`src/rtl/cia_sp_peer_if.sv`:
```
// Host-side byte interface of the CIA serial-port peer.
interface cia_sp_peer_if;
  logic [7:0] tx_data;
  logic       tx_valid;
  logic       tx_ready;
  logic       tx_done;
  logic [7:0] rx_data;
  logic       rx_valid;

  // Host logic drives bytes in and consumes received bytes
  modport master (
    output tx_data, tx_valid,
    input  tx_ready, tx_done, rx_data, rx_valid
  );

  // Peer block accepts bytes and reports received bytes
  modport slave (
    input  tx_data, tx_valid,
    output tx_ready, tx_done, rx_data, rx_valid
  );
endinterface

```
`src/rtl/cia_sp_peer.sv`:
```
// Far-end partner for the 6526 CIA shift register: receives on rising CNT,
// transmits by generating CNT pulses with SP changing only on falling CNT.
module cia_sp_peer #(
  parameter int unsigned CNT_HALF = 4
) (
  input  logic         clk,
  input  logic         reset,
  input  logic         phi2,
  cia_sp_peer_if.slave host,
  input  logic         cnt_in,
  input  logic         sp_in,
  output logic         cnt_out,
  output logic         sp_out
);

  localparam int unsigned HALF_W = 8;
  localparam logic [HALF_W-1:0] HALF_LOAD = HALF_W'(CNT_HALF - 1);

  typedef enum logic [1:0] {IDLE, ARM, LOW, HIGH} state_t;

  state_t            state;
  logic [7:0]        tx_shift;
  logic [7:0]        rx_shift;
  logic [HALF_W-1:0] half_cnt;
  logic [2:0]        bit_cnt;
  logic [2:0]        rx_cnt;
  logic              cnt_prev;
  logic              accept_c;
  logic              rise_c;

  assign accept_c = host.tx_valid & host.tx_ready;
  assign rise_c   = cnt_in & ~cnt_prev;

  // Transmit FSM plus receive shifter; edges on our own CNT are ignored outside IDLE
  always_ff @(posedge clk) begin
    if (reset) begin
      state         <= IDLE;
      tx_shift      <= 8'h00;
      rx_shift      <= 8'h00;
      half_cnt      <= '0;
      bit_cnt       <= 3'd0;
      rx_cnt        <= 3'd0;
      cnt_prev      <= 1'b1;
      cnt_out       <= 1'b1;
      sp_out        <= 1'b1;
      host.tx_ready <= 1'b1;
      host.tx_done  <= 1'b0;
      host.rx_data  <= 8'h00;
      host.rx_valid <= 1'b0;
    end else begin
      host.tx_done  <= 1'b0;
      host.rx_valid <= 1'b0;

      if (phi2) begin
        cnt_prev <= cnt_in;
        if (rise_c && (state == IDLE)) begin
          rx_shift <= {rx_shift[6:0], sp_in};
          rx_cnt   <= rx_cnt + 3'd1;
          if (rx_cnt == 3'd7) begin
            host.rx_data  <= {rx_shift[6:0], sp_in};
            host.rx_valid <= 1'b1;
          end
        end
      end

      case (state)
        IDLE: begin
          if (accept_c) begin
            tx_shift      <= host.tx_data;
            bit_cnt       <= 3'd0;
            rx_cnt        <= 3'd0;
            host.tx_ready <= 1'b0;
            state         <= ARM;
          end
        end
        ARM: begin
          if (phi2) begin
            cnt_out  <= 1'b0;
            sp_out   <= tx_shift[7];
            half_cnt <= HALF_LOAD;
            state    <= LOW;
          end
        end
        LOW: begin
          if (phi2) begin
            if (half_cnt == '0) begin
              cnt_out  <= 1'b1;
              half_cnt <= HALF_LOAD;
              tx_shift <= {tx_shift[6:0], 1'b0};
              state    <= HIGH;
            end else begin
              half_cnt <= half_cnt - HALF_W'(1);
            end
          end
        end
        HIGH: begin
          if (phi2) begin
            if (half_cnt == '0) begin
              if (bit_cnt == 3'd7) begin
                sp_out        <= 1'b1;
                host.tx_ready <= 1'b1;
                host.tx_done  <= 1'b1;
                state         <= IDLE;
              end else begin
                bit_cnt  <= bit_cnt + 3'd1;
                cnt_out  <= 1'b0;
                sp_out   <= tx_shift[7];
                half_cnt <= HALF_LOAD;
                state    <= LOW;
              end
            end else begin
              half_cnt <= half_cnt - HALF_W'(1);
            end
          end
        end
        default: state <= IDLE;
      endcase
    end
  end

endmodule

```
`src/flat_wrapper.sv`:
```
// flat-port wrapper written by rule: the top's interface ports become plain ports
module cia_sp_peer_flat 
#(
  parameter int unsigned CNT_HALF = 4
)
  (clk, reset, phi2, cnt_in, sp_in, cnt_out, sp_out, host_tx_data, host_tx_valid, host_tx_ready, host_tx_done, host_rx_data, host_rx_valid);
  cia_sp_peer_if host_i ();
  input  logic clk;
  input  logic reset;
  input  logic phi2;
  input  logic cnt_in;
  input  logic sp_in;
  output logic cnt_out;
  output logic sp_out;
  input wire logic [$bits(host_i.tx_data)-1:0] host_tx_data;
  input wire logic [$bits(host_i.tx_valid)-1:0] host_tx_valid;
  output wire logic [$bits(host_i.tx_ready)-1:0] host_tx_ready;
  output wire logic [$bits(host_i.tx_done)-1:0] host_tx_done;
  output wire logic [$bits(host_i.rx_data)-1:0] host_rx_data;
  output wire logic [$bits(host_i.rx_valid)-1:0] host_rx_valid;
  assign host_i.tx_data = host_tx_data;
  assign host_i.tx_valid = host_tx_valid;
  assign host_tx_ready = host_i.tx_ready;
  assign host_tx_done = host_i.tx_done;
  assign host_rx_data = host_i.rx_data;
  assign host_rx_valid = host_i.rx_valid;
  cia_sp_peer #(.CNT_HALF(CNT_HALF)) u_core (.clk(clk), .reset(reset), .phi2(phi2), .host(host_i), .cnt_in(cnt_in), .sp_in(sp_in), .cnt_out(cnt_out), .sp_out(sp_out));
endmodule
```
`config.mk`:
```
export PLATFORM = sky130hd
export DESIGN_NAME = cia_sp_peer_flat
export DESIGN_NICKNAME = d
export VERILOG_FILES = /design/src/rtl/cia_sp_peer_if.sv /design/src/rtl/cia_sp_peer.sv /design/src/flat_wrapper.sv
export SDC_FILE = /design/constraint.sdc
export NUM_CORES = 1
export LEC_CHECK = 0
export BUFFER_PORTS_ARGS = -buffer_cell sky130_fd_sc_hd__buf_2
export CORE_ASPECT_RATIO = 0.7
export CORE_MARGIN = 3
export CORE_UTILIZATION = 51
export CTS_CLUSTER_SIZE = 14
export DETAILED_ROUTE_END_ITERATION = 6
export PLACE_DENSITY_LB_ADDON = 0.15
export REMOVE_ABC_BUFFERS = 1
export SLEW_MARGIN = 20
export SYNTH_ARGS = -nofsm -noshare
export SYNTH_HDL_FRONTEND = slang
export SYNTH_SLANG_ARGS = --single-unit
```
`constraint.sdc`:
```
create_clock -name clk -period 1.8 [get_ports clk]
set_input_delay 0.54 -clock clk [delete_from_list [all_inputs] [get_ports clk]]
set_output_delay 0.54 -clock clk [all_outputs]
set_load 0.01 [all_outputs]
```
# Word-level counts from Yosys, hierarchy flattened
# Cells that the tools add are included.
[totals]
regBits = 45
in_bits = 14
[classes]
mux = 47
n_eq_ne = 14
bitwise = 7
addsub = 3
n_reduce_logical = 18
[ops]
columns = ["op", "n"]
rows = [
  ["$mux 8", 9],
  ["$mux 3", 8],
  ["$pmux 8 s3", 1],
  ["$mux 1", 16],
  ["$pmux 8 s2", 1],
  ["$reduce_and 5->1", 3],
  ["$mux 2", 7],
  ["$logic_not 8->1", 1],
  ["$ne 2x1->1 const B", 4],
  ["$ne 2x2->1 const B", 4],
  ["$pmux 2 s4", 1],
  ["$reduce_and 4->1", 2],
  ["$sub 8x1->8 const B", 1],
  ["$reduce_and 7->1", 1],
  ["$add 3x1->3 const B", 2],
  ["$eq 3x3->1 const B", 2],
  ["$pmux 3 s2", 1],
  ["$reduce_and 6->1", 1],
  ["$reduce_bool 2->1", 3],
  ["$not 1->1", 5],
  ["$eq 2x2->1 const B", 2],
  ["$pmux 1 s2", 2],
  ["$reduce_or 4->1", 1],
  ["$ne 3x3->1 const B", 1],
  ["9 further kinds", 10],
]

# Depth between registers and ports, before layout
# Gate-level depths: netlist of the first run.
[depth]
depth_word = 7
mapped_depth = 7
ltp_nobuf = 6

# Least setup slack after synthesis of the first run
# OpenSTA, ideal clock, no wires.
[synth_path]
kind = "register -> register"
from = "register u_core.bit_cnt[0]"
to = "register u_core.half_cnt[4]"
slack_ps = -25
synth_period_minus_slack_ps = 1825
arrival_ps = 1755
required_ps = 1730
setup_time_ps = 70
stages_incl_launch_ff = 8
cell_sequence = "dfxtp_1 ha_1 ha_1 and3_1 buf_2 a31oi_2 or3b_1 a21oi_1"
[synth_between]
elab_chain_len = 3
[synth_lines]
columns = ["element", "line_no", "text"]
rows = [
  ["start: declaration", "cia_sp_peer.sv:25", "logic [2:0] bit_cnt;"],
  ["start signal: assignment", "cia_sp_peer.sv:105", "bit_cnt <= bit_cnt + 3'd1;"],
  ["$eq 3x3->1", "cia_sp_peer.sv:99", "if (bit_cnt == 3'd7) begin"],
  ["$ne 3x3->1 (no line)", "--", ""],
  ["$reduce_and 5->1 (no line)", "--", ""],
  ["end signal: assignment", "cia_sp_peer.sv:92", "half_cnt <= half_cnt - HALF_W'(1);"],
  ["end signal: assignment", "cia_sp_peer.sv:112", "half_cnt <= half_cnt - HALF_W'(1);"],
  ["end: declaration", "cia_sp_peer.sv:24", "logic [HALF_W-1:0] half_cnt;"],
]
# Every way passes these cells.
# A chain may end at the register's enable or synchronous reset.

# Worst setup path after layout of the first run
[layout_path]
from = "register u_core.half_cnt[0]"
to = "register u_core.bit_cnt[0]"
[layout_between]
elab_chain_len = 3
[layout_lines]
columns = ["element", "line_no", "text"]
rows = [
  ["$logic_not 8->1", "cia_sp_peer.sv:98", "if (half_cnt == '0) begin"],
  ["$ne 2x1->1 (no line)", "--", ""],
  ["$reduce_and 5->1 (no line)", "--", ""],
]
# Every way passes these cells.

==> results of run 1 <==
==> through the flow <==
step	power [W]	hold WS, ns	util	area, um^2
after CTS	0.002196	0.4570	0.6602	2439
final	0.002187	0.4548	0.6650	2456
after detailed placement	0.001563	0.4442	0.6352	2346
after global placement	0.001558	0.4406	0.6352	2346
after floorplan	0.001401	0.4368	-	1978
after global routing	0.002308	0.4568	0.6650	2456
==> power by group <==
| part | internal, W | leakage, nW | switching (W) |
|---|---|---|---|
| registers | 0.00105 | 0.366 | 0.0000551 |
| clock network | 0.000276 | 0.0445 | 0.000354 |
| logic | 0.000211 | 0.600 | 0.000239 |
| total | 0.00154 | 1.01 | 0.000649 |
==> area by class of cell <==
cell class / instances / area (um^2) / area share
inverters: 2 / 7.507 / 0.003057
repair buffers: 46 / 305.3 / 0.1243
flip-flops and latches: 45 / 902.1 / 0.3673
multi-input cells: 157 / 1089 / 0.4432
clock buffers: 5 / 68.82 / 0.02802
clock inverters: 3 / 21.27 / 0.008660
well taps: 50 / 62.56 / 0.02547
==> kinds of logic after synthesis <==
family                     count (synthesis)  synth area share
AOI/OAI and AO/OA                         43            0.1517
xor gates and xnor gates                   1          0.004266
adders and majority gates                  6           0.03656
buffers and inverters                     17           0.04022
DFF                                       45            0.4388
muxes                                     20           0.09994
and+or+nand+nor                           87            0.2285
==> cell usage in the layout (no fill, tap or decap), types with 2 or more instances in the layout <==
master	n
a211o_1	3
a211oi_1	7
a21oi_1	15
a22o_1	2
a311oi_1	2
a31oi_1	2
and3_2	2
buf_12	2
buf_2	26
buf_4	18
clkbuf_8	5
dfxtp_1	44
ha_1	5
inv_2	2
mux2i_1	19
nand2_1	16
nand3_1	15
nor2_1	19
nor2b_1	2
nor3_1	17
o21ai_0	2
o21ai_2	2
or4_1	2
==> synthesized netlist by cell type, drive strengths merged, types with 3 or more instances <==
| master | count | share of area |
|---|---|---|
| dfxtp | 45 | 0.44 |
| mux2i | 19 | 0.093 |
| nor2 | 19 | 0.035 |
| nor3 | 18 | 0.046 |
| a21oi | 16 | 0.041 |
| nand2 | 16 | 0.029 |
| nand3 | 15 | 0.037 |
| clkbuf | 8 | 0.015 |
| a211oi | 7 | 0.026 |
| buf | 7 | 0.021 |
| ha | 6 | 0.037 |
| o21ai | 4 | 0.012 |
| a211o | 3 | 0.013 |
| a31oi | 3 | 0.012 |
| and3 | 3 | 0.0091 |
==> layer usage <==
| metal | wire length, um | up-vias |
|---|---|---|
| li1 | - | 882 |
| met1 | 2238 | 774 |
| met2 | 1825 | 44 |
| met3 | 240 | 5 |
| met4 | 41 | 0 |
| met5 | 0 | - |
==> worst max-delay path, stage by stage (launching register included) <==
cell      delay [ns]
dfxtp_1         0.32
inv_2           0.08
ha_4            0.14
or4b_4          0.50
o311ai_4        0.23
a21oi_2         0.11
mux2_4          0.26
==> how the worst max path moves through the flow <==
| stage | startpoint | to | slack [ns] | cells after the start |
|---|---|---|---|---|
| 2_1_floorplan | u_core.state[1] | u_core.rx_cnt[1] | -0.05 | 4 |
| 4_1_cts | u_core.half_cnt[1] | u_core.sp_out | -0.003 | 6 |
| 3_3_place_gp | u_core.half_cnt[0] | u_core.bit_cnt[0] | 0.04 | 6 |
| 5_1_grt | u_core.bit_cnt[0] | u_core.half_cnt[1] | -0.006 | 7 |
| 6_report | u_core.half_cnt[0] | u_core.bit_cnt[0] | 0.06 | 6 |
| 3_5_place_dp | u_core.half_cnt[0] | u_core.bit_cnt[0] | -0.0008 | 6 |
==> repair_timing <==
| item | 4_1_cts | 5_1_grt |
|---|---|---|
| endpoints found under the setup margin | 2 | 20 |
| pin swaps | 1 | 0 |
| resized for setup | 1 | 7 |
==> flip-flops by register name, indices dropped and copies added, names as in the netlist <==
| signal | count |
|---|---|
| u_core.host.rx_valid | 1 |
| u_core.cnt_out | 1 |
| u_core.rx_shift | 7 |
| u_core.host.rx_data | 8 |
| u_core.tx_shift | 8 |
| u_core.sp_out | 1 |
| u_core.cnt_prev | 1 |
| u_core.state | 2 |
| u_core.bit_cnt | 3 |
| u_core.rx_cnt | 3 |
| u_core.half_cnt | 8 |
| u_core.host.tx_ready | 1 |
| u_core.host.tx_done | 1 |
==> flow_summary.ini, run 1 <==
[placed_design]
placedCellCount = 300
io_buffer_count = 26
globalplace.congestion = 0.8445
hpwl_um = 3196
dp_slack_ns = -0.0007677

[worst_setup_path]
cp-end-kind = flop
reg2reg_slack_ns = 0.06
reg2reg_from = u_core.half_cnt[0]
worstReg2RegEnd = u_core.bit_cnt[0]
critPathLaunchType = flop
cp.required_ns = 2.00
path_class = reg2reg
reg2regPathDepth = 6
worstPathMaxFanout = 4
cp.arrival_ns = 1.93

[timing]
fin_ws_ns = 0.06156
rsz0062_at_grt = yes
skew_ns = 0.008357
clock.fmax_mhz = 575.2
tns_ns = 0
hold_violations = 0
min_period_over_period = 0.9658
period_needed_ns = 1.738
relSlewSlack = 0.7063
finalSetupViolations = 0
final-max-slew-violation-count = 0
worst-slew-pin-transition_ns = 0.4382

[layout]
finalNonFillerCells = 308
fillers = 329
area_delta_synth_final_pct = 19.62
num-nets-final = 277
layout-drive-gt1-share = 0.2752
diodes = 0

[power]
ir_worst_vdd_mv = 0.5729
leakage_nw = 1.011
powerDensity_nw_per_um2 = 890.5

[routing]
wl_per_cell_um = 14.11
route.vias.total = 1705
antenna_left = 0
routed_via_density = 5.536
wl_um = 4345
drc = 0
drt_iter0_markers = 100
dr.pass1.iters = 5

[min_path]
hold_class = reg2reg
hold_start = u_core.host.rx_data[3]
hold_path_depth = 2
holdPathEnd = u_core.host.rx_data[3]

[cts]
holdBufCountCts = 0
clk_pin_slew_ns = 0.09
cts_inserted_buffers = 5
cts_tree = done
clock-sinks = 45
clk_latency_ns = 0.30
htree_levels = 2
post_cts_buffers = 0
cts.path.max_buffers = 2
clock-root-buffer = clkbuf_8

[logic_synthesis]
synthesis.area_um2 = 2053
postSynth.asyncResetShare = 0
ys_types = 48
synth_edf_count = 0
synth_area_per_cell_um2 = 9.375
synth_warnings = 0
yosys_most_used_dff = dfxtp_1
ys_seq_elements = 45
syn_inst = 219
seq_area_frac_synth = 0.4388

[floorplan]
die-width_um = 81.84
die_y_um = 59.09
coreArea_um2 = 3694
fp-row-count = 18
start_util = 0.5559
die_area_um2 = 4835
ioPinCount = 27

[global_route]
antenna_found_initial = 0
top_usage_layer = met1
grt_pass1_wl_um = 7093
met2_usage = 0.2727
gr-total-overflow = 0
grt_use_met3 = 0.05015
grt_use_met1 = 0.2877
grt_pass1_vias = 1464
grt_usage = 0.1933
grt_max_degree = 26

[run]
maxCapViolCount = 0

[outcome]
status = finished, final reports clean
Power figures use the tool's default switching activity.
==> run 2: changes to the inputs <==
--- a/config.mk
+++ b/config.mk
@@ -6,11 +6,14 @@
 export NUM_CORES = 1
 export LEC_CHECK = 0
 export BUFFER_PORTS_ARGS = -buffer_cell sky130_fd_sc_hd__buf_2
+export CELL_PAD_IN_SITES_DETAIL_PLACEMENT = 0
+export CELL_PAD_IN_SITES_GLOBAL_PLACEMENT = 2
 export CORE_ASPECT_RATIO = 0.7
 export CORE_MARGIN = 3
-export CORE_UTILIZATION = 51
+export CORE_UTILIZATION = 32
 export CTS_CLUSTER_SIZE = 14
 export DETAILED_ROUTE_END_ITERATION = 6
+export MAX_ROUTING_LAYER = met4
 export PLACE_DENSITY_LB_ADDON = 0.15
 export REMOVE_ABC_BUFFERS = 1
 export SLEW_MARGIN = 20
==> flow_summary.ini, run 2 (same netlist as run 1, synthesis figures left out) <==
[cts]
holdBufCountCts = 0
clock-root-buffer = clkbuf_8
clk_pin_slew_ns = 0.09
cts.path.max_buffers = 2
htree_levels = 2
cts_inserted_buffers = 5
clock-sinks = 45
clk_latency_ns = 0.30
cts_tree = done

[power]
ir_worst_vdd_mv = 0.3557
leakage_nw = 1.024
powerDensity_nw_per_um2 = 893.5

[routing]
dr.pass1.iters = 4
wl_um = 4838
drc = 0
routed_via_density = 5.057
wl_per_cell_um = 14.40
route.vias.total = 1699
drt_iter0_markers = 91
antenna_left = 0

[worst_setup_path]
critPathLaunchType = flop
cp_top_family = simple AND/OR/NAND/NOR gates
critPathBufInv = 1
path_cells = inv_2, ha_4, or4b_4, o311ai_4, a21oi_2, mux2_4
cpPeakStageDelay_ns = 0.50
cp_slowest_cell = or4b_4
path_class = reg2reg
worstPathMaxFanout = 3
cp.arrival_ns = 1.93
cp.required_ns = 1.98
cp-end-kind = flop

[timing]
finalSetupViolations = 0
hold_violations = 0
worst-slew-pin-transition_ns = 0.4544
clock.fmax_mhz = 571.5
final-max-slew-violation-count = 0
min_period_over_period = 0.9721
period_needed_ns = 1.750
relSlewSlack = 0.6954
rsz0062_at_grt = yes
hold_ws_ns = 0.4594
fin_ws_ns = 0.05015
skew_ns = 0.01075

[layout]
fillers = 605
multi_input_area_um2 = 1115
area_delta_synth_final_pct = 23.46
reg_top3 = u_core.half_cnt (8), u_core.host.rx_data (8), u_core.tx_shift (8)
diodes = 0
final_common_cell = dfxtp_1
final_area_um2 = 2535
layout_common_cells = dfxtp_1 (43), buf_2 (26), buf_4 (21)
num-nets-final = 280
post-route-util = 0.4255
seqCellArea_um2 = 903.4
layout-drive-gt1-share = 0.2950

[floorplan]
start_util = 0.3447
ioPinCount = 27
die-width_um = 101.7
die_y_um = 73.02
coreArea_um2 = 5957
fp-row-count = 23
die_area_um2 = 7429

[global_route]
grt_pass1_vias = 1618
grt_max_degree = 24
grt_usage = 0.1389
antenna_found_initial = 0
grt_pass1_wl_um = 7872
gr-total-overflow = 0

[placed_design]
globalplace.congestion = 0.7534
io_buffer_count = 26
hpwl_um = 3486
post_dp_cell_area_um2 = 2380
dp_slack_ns = -0.004933

[run]
maxCapViolCount = 0

[min_path]
hold_class = reg2reg

[outcome]
status = finished, final reports clean
==> run 2: cell count changes in the layout (fill, tap and decap cells not counted), sizes merged <==
cell,previous run,this run
buf,46,49
clkbuf,5,6
clkinv,1,2
clkinvlp,1,0
inv,3,2
==> run 2: metrics by stage <==
step | total power [W] | setup TNS, ns | std cells
finish | 0.002265 | 0 | 336
global route | 0.002390 | -0.04226 | 336
CTS | 0.002273 | 0 | 335
detailed placement | 0.001587 | -0.004933 | 327
global placement | 0.001595 | 0 | 327
floorplan | 0.001401 | -0.09288 | 204
==> run 2: worst paths after layout <==
path                               start                      to  slack (ns)  depth (start not counted)
setup / recovery      u_core.half_cnt[0]       u_core.bit_cnt[0]        0.05                          6
hold reg to reg   u_core.host.rx_data[7]  u_core.host.rx_data[7]        0.46                          2
hold / removal    u_core.host.rx_data[7]  u_core.host.rx_data[7]        0.46                          2
setup reg to reg      u_core.half_cnt[0]       u_core.bit_cnt[0]        0.05                          6
==> run 2: per-layer routing <==
| layer | up-vias | global-route usage | share of wire |
|---|---|---|---|
| met5 | - | - | 0 |
| met4 | 0 | 0.02655 | 0.0027 |
| met3 | 2 | 0.03247 | 0.041 |
| met2 | 22 | 0.1906 | 0.40 |
| met1 | 789 | 0.2066 | 0.56 |
| li1 | 886 | - | - |
==> run 2: power breakdown <==
group	switching [W]	internal, W
sequential	0.0000537	0.00105
combinational	0.000261	0.000230
clock	0.000356	0.000312
==> run 2: worst reg2reg max path, stage by stage, from the launching register on <==
cell	delay, ns
dfxtp_2	0.33
inv_2	0.07
ha_4	0.14
or4b_4	0.50
o311ai_4	0.24
a21oi_2	0.11
mux2_4	0.26
==> run 2: final cells by class <==
| class | instances | share of cell area |
|---|---|---|
| clock buffers | 6 | 0.03258 |
| inverters | 2 | 0.002962 |
| multi-input cells | 157 | 0.4398 |
| clock inverters | 2 | 0.005429 |
| well taps | 75 | 0.03702 |
| flip-flops and latches | 45 | 0.3564 |
| repair buffers | 49 | 0.1259 |
==> run 2: repair_timing <==
action,4_1_cts,5_1_grt
setup buffers,0,1
resized for setup,7,9
pin swaps,2,3
endpoints found under the setup margin,3,13
==> run 3: changes to the inputs <==
--- a/config.mk
+++ b/config.mk
@@ -10,7 +10,7 @@
 export CELL_PAD_IN_SITES_GLOBAL_PLACEMENT = 2
 export CORE_ASPECT_RATIO = 0.7
 export CORE_MARGIN = 3
-export CORE_UTILIZATION = 32
+export CORE_UTILIZATION = 38
 export CTS_CLUSTER_SIZE = 14
 export DETAILED_ROUTE_END_ITERATION = 6
 export MAX_ROUTING_LAYER = met4
==> constraint.sdc (replaced) <==
create_clock -name clk -period 2.05 [get_ports clk]
set_input_delay 0.615 -clock clk [delete_from_list [all_inputs] [get_ports clk]]
set_output_delay 0.615 -clock clk [all_outputs]
set_load 0.01 [all_outputs]
==> flow_summary.ini, run 3 (same netlist as run 1, synthesis figures left out) <==
[timing]
hold_violations = 0
period_needed_ns = 1.964
finalSetupViolations = 0
min_period_over_period = 0.9581
skew_ns = 0.002857
fin_ws_ns = 0.08596
hold_ws_ns = 0.4568
rsz0062_at_grt = no
worst-slew-pin-transition_ns = 0.6907
tns_ns = 0
relSlewSlack = 0.5389
final-max-slew-violation-count = 0
clock.fmax_mhz = 509.2

[worst_setup_path]
path_class = reg2reg
cp.arrival_ns = 2.19
critPathLaunchType = flop
worstPathMaxFanout = 5
cp-end-kind = flop
reg2regPathDepth = 6
cp.required_ns = 2.28

[floorplan]
die_y_um = 67.50
fp-row-count = 21
start_util = 0.4113
coreArea_um2 = 4992
die-width_um = 93.86
ioPinCount = 27
die_area_um2 = 6335

[placed_design]
dp_slack_ns = 0.1352
hpwl_um = 3412
placedCellCount = 308
globalplace.congestion = 0.8153
io_buffer_count = 26

[layout]
layout-drive-gt1-share = 0.2186
num-nets-final = 266
diodes = 0
final_common_cell = dfxtp_1
finalNonFillerCells = 316
layout_common_cells = dfxtp_1 (45), buf_2 (26), mux2i_1 (19), nor2_1 (19), nor3_1 (17)
reg_top3 = u_core.half_cnt (8), u_core.host.rx_data (8), u_core.tx_shift (8)
area_delta_synth_final_pct = 16.33

[routing]
route.vias.total = 1685
wl_um = 4725
dr.pass1.iters = 4
drc = 0
drt_iter0_markers = 84
routed_via_density = 5.332
wl_per_cell_um = 14.95
antenna_left = 0

[power]
total_power_w = 0.002048
leakage_nw = 0.9582
powerDensity_nw_per_um2 = 857.2
ir_worst_vdd_mv = 0.3202

[cts]
cts.path.max_buffers = 2
cts_inserted_buffers = 5
post_cts_buffers = 0
clock-sinks = 45
cts_tree = done
clk_latency_ns = 0.29
clock-root-buffer = clkbuf_8
clk_pin_slew_ns = 0.09
holdBufCountCts = 0
htree_levels = 2

[global_route]
antenna_found_initial = 0
grt_use_met1 = 0.2298
met2_usage = 0.2317
top_usage_layer = met2
gr-total-overflow = 0
grt_max_degree = 21
grt_usage = 0.1619
grt_pass1_vias = 1634
grt_use_met3 = 0.03898
grt_pass1_wl_um = 7866

[min_path]
hold_class = reg2reg
hold_path_depth = 2

[run]
maxCapViolCount = 0

[outcome]
status = finished, final reports clean
[run 3: changes by cell type in the layout (fill, tap and decap cells not counted), sizes merged]
| cell | before | now |
|---|---|---|
| buf | 49 | 35 |
| bufinv | 0 | 1 |
| clkinv | 2 | 0 |
| clkinvlp | 0 | 1 |
[run 3: area by class of cell]
cell class	instances	area (um^2)
Fill cell	491	2604
Multi-Input combinational cell	157	1076
Sequential cell	45	900.9
Timing Repair Buffer	35	197.7
Tap cell	69	86.33
Clock buffer	6	82.58
Clock inverter	2	37.54
Inverter	2	7.507
[run 3: final timing paths]
path	slack [ns]	end	start
setup / recovery	0.09	u_core.half_cnt[4]	u_core.bit_cnt[0]
hold / removal	0.46	u_core.host.rx_data[3]	u_core.host.rx_data[3]
hold reg to reg	0.46	u_core.host.rx_data[3]	u_core.host.rx_data[3]
setup reg to reg	0.09	u_core.half_cnt[4]	u_core.bit_cnt[0]
[run 3: where the power goes]
part           internal [W]  switching, W  total, W
Sequential         0.000923     0.0000602  0.000984
Clock              0.000397      0.000310  0.000706
Combinational      0.000158      0.000200  0.000358
Total               0.00148      0.000569   0.00205
[run 3: what timing repair did]
item / in CTS / in global routing
setup endpoints to repair: 0 / 3
resized for setup: 0 / 1
hold endpoints to repair: 0 / 0
[run 3: routing by layer]
| metal | part of all wire | vias to the layer above |
|---|---|---|
| met5 | 0 | - |
| met4 | 0.0042 | 0 |
| met3 | 0.051 | 2 |
| met2 | 0.41 | 37 |
| met1 | 0.54 | 793 |
| li1 | - | 853 |
[run 3: critical path, stage by stage (launching register included)]
cell     delay, ns
dfxtp_1       0.34
ha_1          0.20
ha_1          0.26
and3_1        0.25
a31oi_2       0.35
or3b_1        0.38
a21oi_1       0.12
[run 3: through the flow]
stage | cell area [um^2] | util
3_5_place_dp | 2262 | 0.4531
4_1_cts | 2382 | 0.4772
2_1_floorplan | 1978 | -
3_3_place_gp | 2262 | 0.4531
6_report | 2389 | 0.4784
5_1_grt | 2389 | 0.4784
